===== config.mk =====
export PLATFORM = sky130hd
export DESIGN_NAME = reservation_station
export DESIGN_NICKNAME = d
export VERILOG_FILES = /design/src/rtl/reservation_station_pkg.sv /design/src/rtl/reservation_station_select.sv /design/src/rtl/reservation_station.sv
export SDC_FILE = /design/constraint.sdc
export NUM_CORES = 1
export LEC_CHECK = 0
export BUFFER_PORTS_ARGS = -buffer_cell sky130_fd_sc_hd__buf_2
export CORE_MARGIN = 1.5
export CORE_UTILIZATION = 35
export DETAILED_ROUTE_END_ITERATION = 12
export GPL_TIMING_DRIVEN = 1
export HOLD_SLACK_MARGIN = 0.05
export SYNTH_ARGS = -nofsm -noshare
export SYNTH_HDL_FRONTEND = slang
export SYNTH_HIERARCHICAL = 1
export SYNTH_SLANG_ARGS = --single-unit

===== constraint.sdc =====
create_clock -name clock -period 9 [get_ports clock]
set_clock_uncertainty 0.15 [all_clocks]
set_input_delay 1.35 -clock clock [delete_from_list [all_inputs] [get_ports clock]]
set_output_delay 1.35 -clock clock [all_outputs]
set_load 0.02 [all_outputs]

===== src/rtl/reservation_station_pkg.sv =====
// Shared types for the reservation station: decoded packet, entry record,
// FU class codes and the CDB tag-match helper.
package reservation_station_pkg;

  localparam int XLEN        = 32;
  localparam int ROB_TAG_LEN = 5;
  localparam int AGE_W       = 4;

  localparam logic [1:0] FU_ALU = 2'd0;
  localparam logic [1:0] FU_ACU = 2'd1;

  localparam logic [3:0] OP_ADD = 4'd0;
  localparam logic [3:0] OP_SUB = 4'd1;

  typedef struct packed {
    logic [3:0]      opcode;
    logic [4:0]      dest_reg;
    logic [XLEN-1:0] rs1_value;
    logic [XLEN-1:0] rs2_value;
  } id_ex_packet_t;

  typedef struct packed {
    logic                   valid;
    id_ex_packet_t          pkt;
    logic [ROB_TAG_LEN-1:0] rs1_tag;
    logic [ROB_TAG_LEN-1:0] rs2_tag;
    logic [ROB_TAG_LEN-1:0] dest_tag;
    logic [AGE_W-1:0]       age;
  } rs_entry_t;

  // Tag 0 means "already resolved", so it must never match a broadcast.
  function automatic logic tag_hit(input logic                   cdb_valid,
                                   input logic [ROB_TAG_LEN-1:0] cdb_tag,
                                   input logic [ROB_TAG_LEN-1:0] tag);
    return cdb_valid && (tag != '0) && (tag == cdb_tag);
  endfunction

endpackage


===== src/rtl/reservation_station_select.sv =====
// Oldest-ready picker: one-hot grant to the ready entry with the largest age.
module reservation_station_select
  import reservation_station_pkg::*;
#(
  parameter int N = 4
) (
  input  logic [N-1:0]            ready,
  input  logic [N-1:0][AGE_W-1:0] ages,
  output logic [N-1:0]            grant,
  output logic                    valid
);

  logic [AGE_W-1:0] best_age;

  always_comb begin
    grant    = '0;
    valid    = 1'b0;
    best_age = '0;
    for (int i = 0; i < N; i++) begin
      if (ready[i] && (!valid || ages[i] > best_age)) begin
        valid    = 1'b1;
        best_age = ages[i];
        grant    = '0;
        grant[i] = 1'b1;
      end
    end
  end

endmodule


===== src/rtl/reservation_station.sv =====
// Per-FU reservation station: buffers dispatched instructions, wakes operands
// from the CDB and hands the oldest ready entry to the functional unit.
module reservation_station
  import reservation_station_pkg::*;
#(
  parameter int         RS_SIZE = 4,
  parameter logic [1:0] FU_ID   = FU_ALU
) (
  input  logic                   clock,
  input  logic                   reset,
  input  logic                   dispatch_en,
  input  logic [1:0]             dispatch_fu,
  input  id_ex_packet_t          dispatch_pkt,
  input  logic [ROB_TAG_LEN-1:0] rs1_tag,
  input  logic [ROB_TAG_LEN-1:0] rs2_tag,
  input  logic [ROB_TAG_LEN-1:0] dest_tag,
  input  logic                   cdb_valid,
  input  logic [ROB_TAG_LEN-1:0] cdb_tag,
  input  logic [XLEN-1:0]        cdb_value,
  input  logic                   flush,
  input  logic                   fu_ready,
  output logic                   rs_full,
  output logic                   issue_valid,
  output id_ex_packet_t          issue_pkt,
  output logic [ROB_TAG_LEN-1:0] issue_tag
);

  localparam int IDX_W = (RS_SIZE > 1) ? $clog2(RS_SIZE) : 1;
  localparam logic [AGE_W-1:0] AGE_MAX = AGE_W'(RS_SIZE - 1);

  // Issue handshake: the entry presented on issue_* is consumed at a rising
  // edge where issue_valid && fu_ready; while fu_ready is low issue_* hold.

  rs_entry_t entries      [RS_SIZE];
  rs_entry_t entries_next [RS_SIZE];

  logic [RS_SIZE-1:0]            valid_vec;
  logic [RS_SIZE-1:0]            ready_vec;
  logic [RS_SIZE-1:0][AGE_W-1:0] age_vec;
  logic [RS_SIZE-1:0]            grant;
  logic                          sel_valid;
  logic [AGE_W-1:0]              sel_age;
  logic [IDX_W-1:0]              free_idx;
  logic                          accept;
  logic                          fire;
  rs_entry_t                     new_entry;

  always_comb begin
    for (int i = 0; i < RS_SIZE; i++) begin
      valid_vec[i] = entries[i].valid;
      ready_vec[i] = entries[i].valid && (entries[i].rs1_tag == '0) &&
                     (entries[i].rs2_tag == '0);
      age_vec[i]   = entries[i].age;
    end
  end

  assign rs_full = &valid_vec;
  assign accept  = dispatch_en && (dispatch_fu == FU_ID) && !rs_full && !flush;

  reservation_station_select #(.N(RS_SIZE)) u_select (
    .ready (ready_vec),
    .ages  (age_vec),
    .grant (grant),
    .valid (sel_valid)
  );

  always_comb begin
    issue_pkt = '0;
    issue_tag = '0;
    sel_age   = '0;
    for (int i = 0; i < RS_SIZE; i++) begin
      if (grant[i]) begin
        issue_pkt = entries[i].pkt;
        issue_tag = entries[i].dest_tag;
        sel_age   = entries[i].age;
      end
    end
  end

  assign issue_valid = sel_valid;
  assign fire        = sel_valid && fu_ready;

  // Lowest-index free slot, judged on current valid bits so a slot freed
  // by this cycle's issue is not reused until the next cycle.
  always_comb begin
    free_idx = '0;
    for (int i = RS_SIZE - 1; i >= 0; i--) begin
      if (!valid_vec[i]) free_idx = IDX_W'(i);
    end
  end

  always_comb begin
    new_entry          = '0;
    new_entry.valid    = 1'b1;
    new_entry.pkt      = dispatch_pkt;
    new_entry.rs1_tag  = rs1_tag;
    new_entry.rs2_tag  = rs2_tag;
    new_entry.dest_tag = dest_tag;
    if (tag_hit(cdb_valid, cdb_tag, rs1_tag)) begin
      new_entry.pkt.rs1_value = cdb_value;
      new_entry.rs1_tag       = '0;
    end
    if (tag_hit(cdb_valid, cdb_tag, rs2_tag)) begin
      new_entry.pkt.rs2_value = cdb_value;
      new_entry.rs2_tag       = '0;
    end
  end

  // Ages are kept as ranks among live entries: entries older than a departing
  // one step down, so the saturating increment on dispatch never creates ties.
  always_comb begin
    for (int i = 0; i < RS_SIZE; i++) begin
      entries_next[i] = entries[i];
      if (entries[i].valid) begin
        if (fire && grant[i]) begin
          entries_next[i].valid = 1'b0;
        end else begin
          if (fire && entries[i].age > sel_age)
            entries_next[i].age = entries_next[i].age - 1'b1;
          if (accept && entries_next[i].age < AGE_MAX)
            entries_next[i].age = entries_next[i].age + 1'b1;
          if (tag_hit(cdb_valid, cdb_tag, entries[i].rs1_tag)) begin
            entries_next[i].pkt.rs1_value = cdb_value;
            entries_next[i].rs1_tag       = '0;
          end
          if (tag_hit(cdb_valid, cdb_tag, entries[i].rs2_tag)) begin
            entries_next[i].pkt.rs2_value = cdb_value;
            entries_next[i].rs2_tag       = '0;
          end
        end
      end
      if (accept && (free_idx == IDX_W'(i)))
        entries_next[i] = new_entry;
      if (flush)
        entries_next[i] = '0;
    end
  end

  always_ff @(posedge clock) begin
    for (int i = 0; i < RS_SIZE; i++) begin
      if (!reset) entries[i] <= '0;
      else        entries[i] <= entries_next[i];
    end
  end

endmodule


== Word level (Yosys, flattened, before mapping) ==
Memory sizes are Yosys's and may differ from the RTL's.
Index checks and enable logic that the tools add are counted.

* Bits in registers: 0
* Memory bits (writable): 372
* Input port bits: 133
* Word-level logic and storage cells: 218
* Memories: 1

* Add/sub/neg operators: 8
* $lt $le $gt $ge: 11
* Equality and inequality tests: 13
* Muxes and demuxes: 101
* Bitwise logic cells: 4
* Reductions and logical operators: 80

{| class="wikitable"
|+ Memory list
! name !! depth !! width !! read ports !! clocked after Yosys merged registers in !! wr ports !! RTL line !! source
|-
| entries || 4 || 93 || 4 || 0 || 4 || reservation_station.sv:34 || <nowiki>rs_entry_t entries [RS_SIZE];</nowiki>
|}

{| class="wikitable"
|+ Operators with widths
! kind !! number
|-
| $mux 93 || 12
|-
| $mux 74 || 8
|-
| $mux 32 || 10
|-
| $mux 73 || 4
|-
| $mux 4 || 34
|-
| $mux 5 || 14
|-
| $logic_and 1x1->1 || 51
|-
| $eq 5x5->1 || 10
|-
| $reduce_bool 5->1 || 10
|-
| $logic_not 5->1 || 8
|-
| $gt 4x4->1 || 7
|-
| $add 4x1->4 const B || 4
|-
| $lt 4x2->1 const B || 4
|-
| $sub 4x1->4 const B || 4
|-
| $mux 1 || 15
|-
| $mux 2 || 4
|-
| $logic_not 1->1 || 5
|-
| $eq 2x2->1 const B || 2
|-
| $logic_not 2->1 || 2
|-
| $or 1x1->1 || 4
|-
| $reduce_and 4->1 || 1
|-
| $logic_or 1x1->1 || 3
|-
| $eq 2x1->1 const B || 1
|}

== Longest topological paths before layout ==
An unclocked memory read counts as a cell.

* Word-level depth: 34
* Gate-level depth with buffers: 40
* Gate-level depth less buffers: 37

== Cells and area by module ==
The synthesis kept the hierarchy.

{| class="wikitable"
|+ Modules (own cells, without submodules)
! module !! instances !! cells an instance !! area each (µm²)
|-
| reservation_station || 1 || 2,635 || 20,483.4
|-
| reservation_station_select || 1 || 67 || 489.2
|}

== Worst setup path after synthesis ==
OpenSTA, ideal clock, no wires.

* Path type: reg-to-reg
* Start: mem entries[0][10] in the netlist's numbering
* End: mem entries[0][0] in the netlist's numbering
* Data arrival time: 7.476 ns
* Path slack: 1.294 ns
* Cell stages (with the launch flop): 39
* Clock period less this slack: 7.706 ns
* Path through: dfxtp_1 -> or4_1 -> nor4_1 -> and2_1 -> buf_4 -> nand2_1 -> ha_1 -> nand2_1 -> o21bai_1 -> a31oi_1 -> buf_2 -> a21oi_1 -> ha_1 -> nor2b_1 -> o211ai_1 -> a21oi_2 -> mux2_2 -> ha_1 -> [... 3 more ...] -> or2_1 -> nor3b_2 -> clkbuf_1 -> clkbuf_1 -> nand2_1 -> nor2_1 -> a21oi_1 -> nor2_1 -> a21oi_1 -> o21ai_0 -> ha_1 -> nand4_1 -> nand2_1 -> a21oi_1 -> mux2_2 -> o31ai_1 -> a21oi_1 -> nor3b_1

{| class="wikitable"
|+ RTL lines
! what !! RTL line
|-
| start, declared || reservation_station.sv:34
|}

==> summary.txt <==
Power
  – Leak Pwr: 8.61 nW
  – Logic pwr share: between 5 and 6%
  – Net Sw Frac: a little under a quarter
  – Seq pwr share: a little under half
  – Internal Pwr Total: around 0.0028 W
  – P_sw: roughly 0.00084 W
  – Peak supply drop: 0.128 mV
  – Clock Power Share: 49.0%
  – Pwr dens: around 150 nW/µm²

Synth
  – Post-synth EDFFs: 0
  – Ys Warns: 6
  – Largest family of logic cells by synthesized area: compound AO/OA/AOI/OAI gates
  – Syn_area_per_cell: 7.76 µm²
  – Adder-Cell Fraction of Synth Area: approximately 1.9%
  – Yosys reg bits: 372
  – Post-Syn Instances: about 2700
  – Compound-Gate Fraction of Synth Area: between 20% and 30%
  – Register area share after synthesis: 35.5%
  – Area of the mapped netlist: 21000 µm²
  – Mux share of post-synthesis cell area: 8.24%
  – Netlist cell types: 69
  – Xor/xnor cell area share of the yosys netlist: 2.51%
  – Post-synthesis simple-gate area fraction: between 20% and 30%
  – Ys flop type: dfxtp_1
  – Post-Syn Nets: 2867
  – Async SR Flop Fraction: 0%

Worst setup path
  – WP data required: about 7.5 ns
  – Critical Path Slowest Stage Cell: or4_1
  – Crit path capture type: output pin
  – Crit path kind: register to output pin
  – CP startpoint kind: register
  – Slowest Stage Delay on Critical Path: approximately 0.55 ns
  – Critical path fanouts, max: 11
  – Most used cell, CP: buf_4
  – Worst path arrival time: between 7 and 8 ns

GRT
  – Total grt overflow: 0
  – Antenna violations before repair: 1
  – Total Routing Usage GR: 22.2%
  – First-pass GRT wire length: approximately 110 mm
  – Largest net degree at the start of global routing: 94
  – Vias in the first global route: between 15000 and 20000

STA
  – Worst-Margin Slew: roughly 1.2 ns
  – Max_slew headroom: approximately 18%
  – Crit path time final: 8.59 ns
  – Period utilization: 95.4%
  – Final setup violation count: 0
  – Unrepaired setup endpoints after global routing: false
  – Fmax: 116 MHz
  – Sum Neg Setup Slack: 0 ns
  – Final Hold Fails: 0
  – Slew Limit Fails: 0

Route
  – Drt pass-1 iters: 10
  – Total number of vias: ~20000
  – WL per Instance: 19.8 µm
  – Via-per-instance ratio: ~5.7
  – Final ANT Viol Nets: 0
  – 1st-iter DRT viols: between 1500 and 2000
  – Drc violations: 18
  – DRT Wirelength: between 70 and 80 mm

Floorplanning
  – Die area: approximately 60000 µm²
  – Initial core utilization: between 30 and 40%
  – Die Height: 248 µm
  – Core area: 59100 µm²
  – Die Width: 248 µm
  – Row count: 89
  – IO Pins: about 210

Clocking
  – CTS buffer count: between 40 and 50
  – Root buffer cell: clkbuf_16
  – Htree depth: 2
  – Clock slew at reported path FFs: 0.06 ns
  – Later-pin clock latency in the skew report: between 0.5 and 0.6 ns
  – CTS Hold Buffers Added: 0
  – CTS tree: yes
  – Clock buffer depth: 3
  – CTS Sinks: between 300 and 400

Final layout
  – Max reg flops: about 370
  – Top reg by flops: entries
  – Layout Area Growth over Synthesis: 13.4%
  – Commonest non-fill, non-tap cells in the layout: dfxtp_1 (372), nand2_1 (371), a21oi_1 (341), nor2_1 (305), a211oi_1 (287)
  – Commonest non-fill, non-tap cell in the layout: dfxtp_1
  – Final #Nets: 2900
  – Fill count: 5929
  – Layout cells sized above 1: between 10% and 20%
  – Top Registers: entries (372)
  – Final core occ: 40.2%

Placed design
  – Dpl hpwl: 42.7 mm
  – PortBufs: about 210
  – GPL Wtd Cong: 0.851

Status
  – Outcome: finished with violations
  – Violated checks: DRC

Job
  – Max Cap Violations: 0

Hold path
  – Hold Crit Class: register to register
-- worst max-delay path, delay by kind of cell, from the launching register on --
kind | cells | cell delay [ns]
adder cells (fa/ha/maj) | 3 | 0.84
buffers and inverters | 5 | 0.90
flip-flops | 1 | 0.33
AND/OR/NAND/NOR | 13 | 2.47
AO/OA/AOI/OAI | 12 | 1.96
-- synthesized netlist by cell type, types with 8 or more instances --
library cell  instances  share of area [%]
dfxtp_1             372                 36
nand2_1             371                6.6
a21oi_1             341                8.1
nor2_1              310                5.5
a211oi_1            287                 10
clkbuf_1            187                3.3
nor2b_1             106                3.2
mux2i_1              97                4.6
o21ai_0              86                2.1
a22oi_1              64                2.3
mux2_2               61                3.3
nand3_1              46                1.1
buf_2                37               0.88
nand3b_1             33                1.2
ha_1                 32                1.9
xor2_1               31                1.3
xnor2_1              29                1.2
buf_1                24               0.43
buf_4                15               0.54
inv_1                14               0.25
or4_1                11               0.39
nand2b_1             10               0.30
nor3_1               10               0.24
buf_6                 9               0.48
nor4_1                9               0.27
o211ai_1              9               0.32
a31oi_1               8               0.24
nand4_1               8               0.24
-- layer usage --
| metal | track usage [%] | wire, µm | vias to the layer above |
|---|---|---|---|
| met5 | 0 | 0 | - |
| met4 | 7.99 | 1950 | 0 |
| met3 | 3.06 | 4260 | 125 |
| met2 | 36.9 | 33000 | 686 |
| met1 | 29.3 | 31000 | 9634 |
| li1 | - | - | 9620 |
-- power by group through the flow --
stage	registers [W]	clock network, W	logic [W]
2_1_floorplan	0.00169	0	0.000109
3_3_place_gp	0.00169	0	0.000181
3_5_place_dp	0.00169	0	0.000185
4_1_cts	0.00165	0.00181	0.000186
5_1_grt	0.00165	0.00188	0.000202
6_report	0.00165	0.00177	0.000188
-- final cells by class --
type,count,area (µm²),share of cell area [%]
Multi-Input combinational cell,2043,12400,52.1
Antenna cell,4,10.0,0.0421
Sequential cell,372,7450,31.3
Clock buffer,62,1240,5.20
Inverter,14,52.6,0.221
Clock inverter,8,148,0.621
Timing Repair Buffer,261,1520,6.39
Tap cell,773,967,4.07
-- timing repair --
item | in CTS | in global routing
resized for setup | 4 | 19
pin swaps | 1 | 2
gates cloned | 1 | 1
setup buffers | 0 | 6
endpoints found under the setup margin | 30 | 80
endpoints found under the hold margin | 0 | 0
-- metrics by stage --
step,power [W],worst slack (ns),cells,hold slack (ns),area [µm²]
after floorplan,0.00180,1.29,2702,0.287,21000
after global placement,0.00187,0.526,3455,0.292,22300
after detailed placement,0.00188,0.358,3455,0.297,22300
after CTS,0.00365,0.0329,3526,0.304,23700
after global routing,0.00374,0.00335,3534,0.321,23800
final,0.00361,0.411,3537,0.303,23800
-- cell families after synthesis --
group,after synthesis
compound gates,835
simple gates,951
buf+inv,288
xor+xnor,60
mux,164
flops,372
fa+ha+maj,32
-- path summary, 6_finish.rpt --
path | from | endpoint | slack (ns) | cells after the start
worst min-delay path | entries[3][88] | entries[3][88] | 0.30 | 2
worst min register to register | entries[3][88] | entries[3][88] | 0.30 | 2
worst max register to register | entries[0][10] | entries[0][0] | 0.60 | 40
worst max-delay path | entries[0][10] | issue_tag[4] | 0.41 | 33
Note: power is estimated with default switching activity, not from simulation.
